## src/rtl/csr_access_unit.sv

```systemverilog
// csr_access_unit: CSR read-modify-write sequencer (IDLE/READ/WRITE/RESP); define CSR_PRIV_CHECK_EN to add the privilege-level legality check
module csr_access_unit (
    input  logic        clk,
    input  logic        rst,
    input  logic        req_valid,
    output logic        req_ready,
    input  logic [1:0]  req_op,
    input  logic        req_imm,
    input  logic [11:0] req_csr,
    input  logic [31:0] req_rs1_data,
    input  logic [4:0]  req_zimm,
    input  logic        req_rs1_x0,
    input  logic        req_rd_x0,
    input  logic        flush,
    output logic [11:0] csr_read_index,
    input  logic [31:0] csr_data_r,
    output logic [11:0] csr_write_index,
    output logic        csr_write,
    output logic [31:0] csr_data_w,
    output logic        resp_valid,
    input  logic        resp_ready,
    output logic [31:0] resp_data,
    output logic        resp_ill,
    input  logic [1:0]  cur_priv
);
    typedef enum logic [1:0] {IDLE, READ, WRITE, RESP} state_t;
    state_t      state_q, state_d;
    logic [1:0]  op_q, op_d;
    logic        imm_q, imm_d;
    logic [11:0] csr_q, csr_d;
    logic [31:0] rs1_q, rs1_d;
    logic [4:0]  zimm_q, zimm_d;
    logic        rs1_x0_q, rs1_x0_d;
    logic        rd_x0_q, rd_x0_d;
    logic [31:0] old_q, old_d;
    logic        accept, suppress, priv_ill, ill, do_write;
    logic [31:0] src, new_val;
`ifdef CSR_PRIV_CHECK_EN
    logic [1:0]  priv_q, priv_d;
    assign priv_d   = accept ? cur_priv : priv_q;
    assign priv_ill = csr_q[9:8] > priv_q;
    always_ff @(posedge clk) begin
        priv_q <= rst ? 2'b00 : priv_d;
    end
`else
    logic unused_priv;
    assign unused_priv = ^cur_priv;
    assign priv_ill    = 1'b0;
`endif
    always_ff @(posedge clk) begin
        state_q <= rst ? IDLE : state_d;
    end
    always_ff @(posedge clk) begin
        if (rst) begin
            op_q     <= '0;
            imm_q    <= '0;
            csr_q    <= '0;
            rs1_q    <= '0;
            zimm_q   <= '0;
            rs1_x0_q <= '0;
            rd_x0_q  <= '0;
            old_q    <= '0;
        end else begin
            op_q     <= op_d;
            imm_q    <= imm_d;
            csr_q    <= csr_d;
            rs1_q    <= rs1_d;
            zimm_q   <= zimm_d;
            rs1_x0_q <= rs1_x0_d;
            rd_x0_q  <= rd_x0_d;
            old_q    <= old_d;
        end
    end
    always_comb begin
        state_d = state_q;
        case (state_q)
            IDLE:    state_d = accept ? READ : IDLE;
            READ:    state_d = WRITE;
            WRITE:   state_d = RESP;
            RESP:    state_d = resp_ready ? IDLE : RESP;
            default: state_d = IDLE;
        endcase
        if (flush && state_q != IDLE) state_d = IDLE;
    end
    always_comb begin
        op_d     = accept ? req_op       : op_q;
        imm_d    = accept ? req_imm      : imm_q;
        csr_d    = accept ? req_csr      : csr_q;
        rs1_d    = accept ? req_rs1_data : rs1_q;
        zimm_d   = accept ? req_zimm     : zimm_q;
        rs1_x0_d = accept ? req_rs1_x0   : rs1_x0_q;
        rd_x0_d  = accept ? req_rd_x0    : rd_x0_q;
        old_d    = state_q == READ ? csr_data_r : old_q;
    end
    always_comb begin
        req_ready       = state_q == IDLE && !flush;
        accept          = req_valid && req_ready;
        src             = imm_q ? {27'b0, zimm_q} : rs1_q;
        suppress        = op_q != 2'b01 && (imm_q ? zimm_q == 5'd0 : rs1_x0_q);
        ill             = op_q == 2'b00 || (csr_q[11:10] == 2'b11 && !suppress) || priv_ill;
        new_val         = op_q == 2'b01 ? src : op_q == 2'b10 ? (old_q | src) : (old_q & ~src);
        // reset and flush must kill the strobe combinationally, not just on the next edge
        do_write        = state_q == WRITE && !ill && !suppress && !flush && !rst;
        csr_read_index  = state_q == READ ? csr_q : '0;
        csr_write       = do_write;
        csr_write_index = do_write ? csr_q : '0;
        csr_data_w      = do_write ? new_val : '0;
        resp_valid      = state_q == RESP;
        resp_data       = state_q == RESP && !(op_q == 2'b01 && rd_x0_q) ? old_q : '0;
        resp_ill        = state_q == RESP && ill;
    end
endmodule

```

## config.mk

```make
export PLATFORM = sky130hd
export DESIGN_NAME = csr_access_unit
export DESIGN_NICKNAME = d
export VERILOG_FILES = /design/src/rtl/csr_access_unit.sv
export SDC_FILE = /design/constraint.sdc
export NUM_CORES = 1
export LEC_CHECK = 0
export ABC_AREA = 0
export CAP_MARGIN = 20
export CORE_AREA = 2 2 108 110
export CTS_BUF_LIST = sky130_fd_sc_hd__clkbuf_8
export CTS_CLUSTER_SIZE = 12
export DETAILED_ROUTE_END_ITERATION = 16
export DIE_AREA = 0 0 110 112
export DONT_BUFFER_PORTS = 1
export HOLD_SLACK_MARGIN = 0.15
export PLACE_DENSITY = 0.67
export REMOVE_ABC_BUFFERS = 1
export SETUP_SLACK_MARGIN = 0.5
export SYNTH_ARGS = -nofsm -noshare
export SYNTH_HDL_FRONTEND = slang
export SYNTH_SLANG_ARGS = --single-unit
```

## constraint.sdc

```tcl
create_clock -name clk -period 1.7 [get_ports clk]
set_clock_uncertainty 0.2 [all_clocks]
set_input_delay 0.34 -clock clk [delete_from_list [all_inputs] [get_ports clk]]
set_output_delay 0.34 -clock clk [all_outputs]
set_load 0.03 [all_outputs]
```

==> flow_summary.ini <==
[routing]
highest_layer = met4
drtPass1Iterations = 5
wl_met2_um = 9290
ant_nets = 0
wl_met1_um = 6970
wl_met3_um = 1350
drc_errors = 0
routed_wl_um = 18500
num_vias = 5100
drt-initial-drc-count = 335
viasPerCell = 5.49
wl_per_cell_um = 19.9

[finish]
num_antenna_cells = 0
drive_gt1_share_pct = 49.0
syn2layout_area_growth_pct = 75.2
nNetsFinal = 874
fillers = 781

[synthesis]
synth_ff_type = dfxtp_1
synth_warnings = 0
netlist_area_um2 = 4450
seq_area_frac_synth_pct = 39.6
yosysUniqueCellTypes = 33
synth_edf_count = 0
syn_inst = 621
synth-seq-cells = 88
syn_avg_cell_area_um2 = 7.16
synthArstFlopShare_pct = 0

[job]
cap_viol_max_count = 0

[timing]
slew_headroom_pct = 78.5
timing.hold.ws_ps = -168
worst_slew_pin_slew_ps = 314
min_period_ps = 2460
fin_ws_ps = -764
finalCritPeriodShare_pct = 145
fmax_mhz = 406
hold_violations = 87
setup_viol = 178
timing.final.max_slew_violations = 0
rsz0062_at_grt = yes

[grt]
antenna_found_initial = 0
grt-ovfl-total = 0
grt_pass1_vias = 4792
grt_use_total_pct = 25.4
grt_pass1_wl_um = 23800
grt_max_degree = 90

[cts]
hold_buffers = 2
cts_buffer_depth = 2
cts_tree = done
cts_made_buffers = 9
clock_sinks = 88
clk_pin_slew_ps = 80
cts_root_buffer = clkbuf_8
htreeDepth = 3
worstSkewPairLatency_ps = 360

[pwr]
max-vdd-ir-drop_mv = 0.515
cellLeakagePower_nw = 2.94
power_density_nw_per_um2 = 593

[floorplanning]
core_area_um2 = 11200
rows = 39
die_h_um = 112
dieArea_um2 = 12300
top_level_ports = 185
start_util_pct = 39.8
fp.dieW_um = 110

[placement]
port_buffers = 0
dp_slack_ps = -391
gp_congestion = 0.842
place_hpwl_um = 9220

[outcome]
violations = negative hold slack, negative setup slack
outcome = complete, but fails checks

[critical_path]
critPathMaxFanout = 4
slowest_stage = a2111oi_4
arrival_ps = 1920
worst_setup_path_end_kind = primary output
crit_chain = nor4b_4, and3_4, nand3_4, a2111oi_4, buf_6
required_ps = 1160
cpPeakStageDelay_ps = 380
worst-setup-path-type = reg -> out
critPathLaunchType = register

[min_path]
hp-class = in -> reg
==> cells in the final DEF, fill, tap and decap left out, drive strengths merged, types with 4 or more instances in the layout <==
cell	n
nand2	177
dfxtp	88
mux2	4
a21oi	120
nand3	29
nand2b	48
clkbuf	16
buf	189
nor2	31
inv	15
or2b	8
and2	33
nor3b	4
==> registers in the layout, indices dropped and copies added, names as in the netlist <==
register,cells
old_q,32
op_q,2
zimm_q,5
state_q,2
rs1_q,32
rs1_x0_q,1
csr_q,12
rd_x0_q,1
imm_q,1
==> worst paths after layout <==
path / end / startpoint / slack, ps / cells after the start
worst min register to register: rs1_q[15]$_SDFFE_PP0P_ / rs1_q[15]$_SDFFE_PP0P_ / 260 / 2
worst min-delay path: rs1_q[2]$_SDFFE_PP0P_ / rst / -170 / 1
worst max register to register: rs1_q[17]$_SDFFE_PP0P_ / state_q[0]$_SDFF_PP0_ / -460 / 13
worst max-delay path: csr_data_w[4] / state_q[0]$_SDFF_PP0_ / -760 / 5
==> synth_stat cells, types with 2 or more instances <==
cell,number,area (um^2)
a21oi_1,100,500
a21oi_2,20,175
and2_1,33,206
buf_2,6,30.0
buf_4,6,45.0
buf_6,3,33.8
clkbuf_1,30,113
clkbuf_2,3,15.0
dfxtp_1,88,1760
inv_1,14,52.6
mux2_2,4,45.0
mux2i_1,2,20.0
nand2_1,177,664
nand2b_1,48,300
nand3_1,28,140
nor2_1,31,116
nor2b_1,2,12.5
nor3b_1,4,30.0
or2b_1,8,60.1
==> per-stage QoR <==
step	power, W	utilization (%)	setup TNS [ps]	area (um^2)	instances
after global placement	0.00269	49.6	-14780	5540	852
after detailed placement	0.00271	49.6	-18640	5540	852
after floorplan	0.00250	-	-120730	4210	573
after CTS	0.00447	62.4	-72940	6970	909
after global routing	0.00478	69.7	-93750	7790	929
final	0.00462	69.7	-87490	7790	929
==> kinds of logic (layout without fill, tap and decap cells) <==
kind of cell / after synthesis / after routing / synth area share (%)
DFF: 88 / 88 / 39.6
and+or+nand+nor: 341 / 341 / 36.4
AOI/OAI and AO/OA: 123 / 123 / 15.8
xor gates and xnor gates: 1 / 1 / 0.197
buffers and inverters: 62 / 227 / 6.50
muxes: 6 / 6 / 1.46
==> worst max-delay path: cells and delay by family (launching register included) <==
family | cells | cell delay [ps]
AOI/OAI and AO/OA | 1 | 380
and+or+nand+nor | 3 | 630
buffers and inverters | 1 | 190
DFF | 1 | 360
==> report_power, final <==
part | leakage (nW) | internal [W] | switching [W]
combinational | 2.11 | 0.000477 | 0.000436
sequential | 0.720 | 0.00215 | 0.0000720
clock | 0.112 | 0.000745 | 0.000743
total | 2.94 | 0.00337 | 0.00125
==> metal layers <==
layer / vias up / GRT usage (%)
met5: - / 0
met1: 2444 / 28.5
met2: 264 / 45.2
met3: 68 / 5.21
li1: 2324 / -
met4: 0 / 11.6
==> what timing repair did <==
| item | in CTS | in global routing |
|---|---|---|
| setup endpoints to repair | 178 | 180 |
| setup buffers | 24 | 12 |
| pin swaps | 13 | 22 |
| gates cloned | 15 | 8 |
| resized for setup | 154 | 173 |
| hold endpoints to repair | 88 | 88 |
==> final cells by class <==
cell class / count / area, um^2 / share of cell area, %
clock buffers: 11 / 151 / 1.94
clock inverters: 5 / 47.5 / 0.610
inverters: 14 / 56.3 / 0.723
multi-input cells: 471 / 3040 / 39.0
flip-flops and latches: 88 / 1780 / 22.8
well taps: 143 / 179 / 2.30
repair buffers: 197 / 2540 / 32.6
No activity file was read; power rests on OpenSTA's default activity.
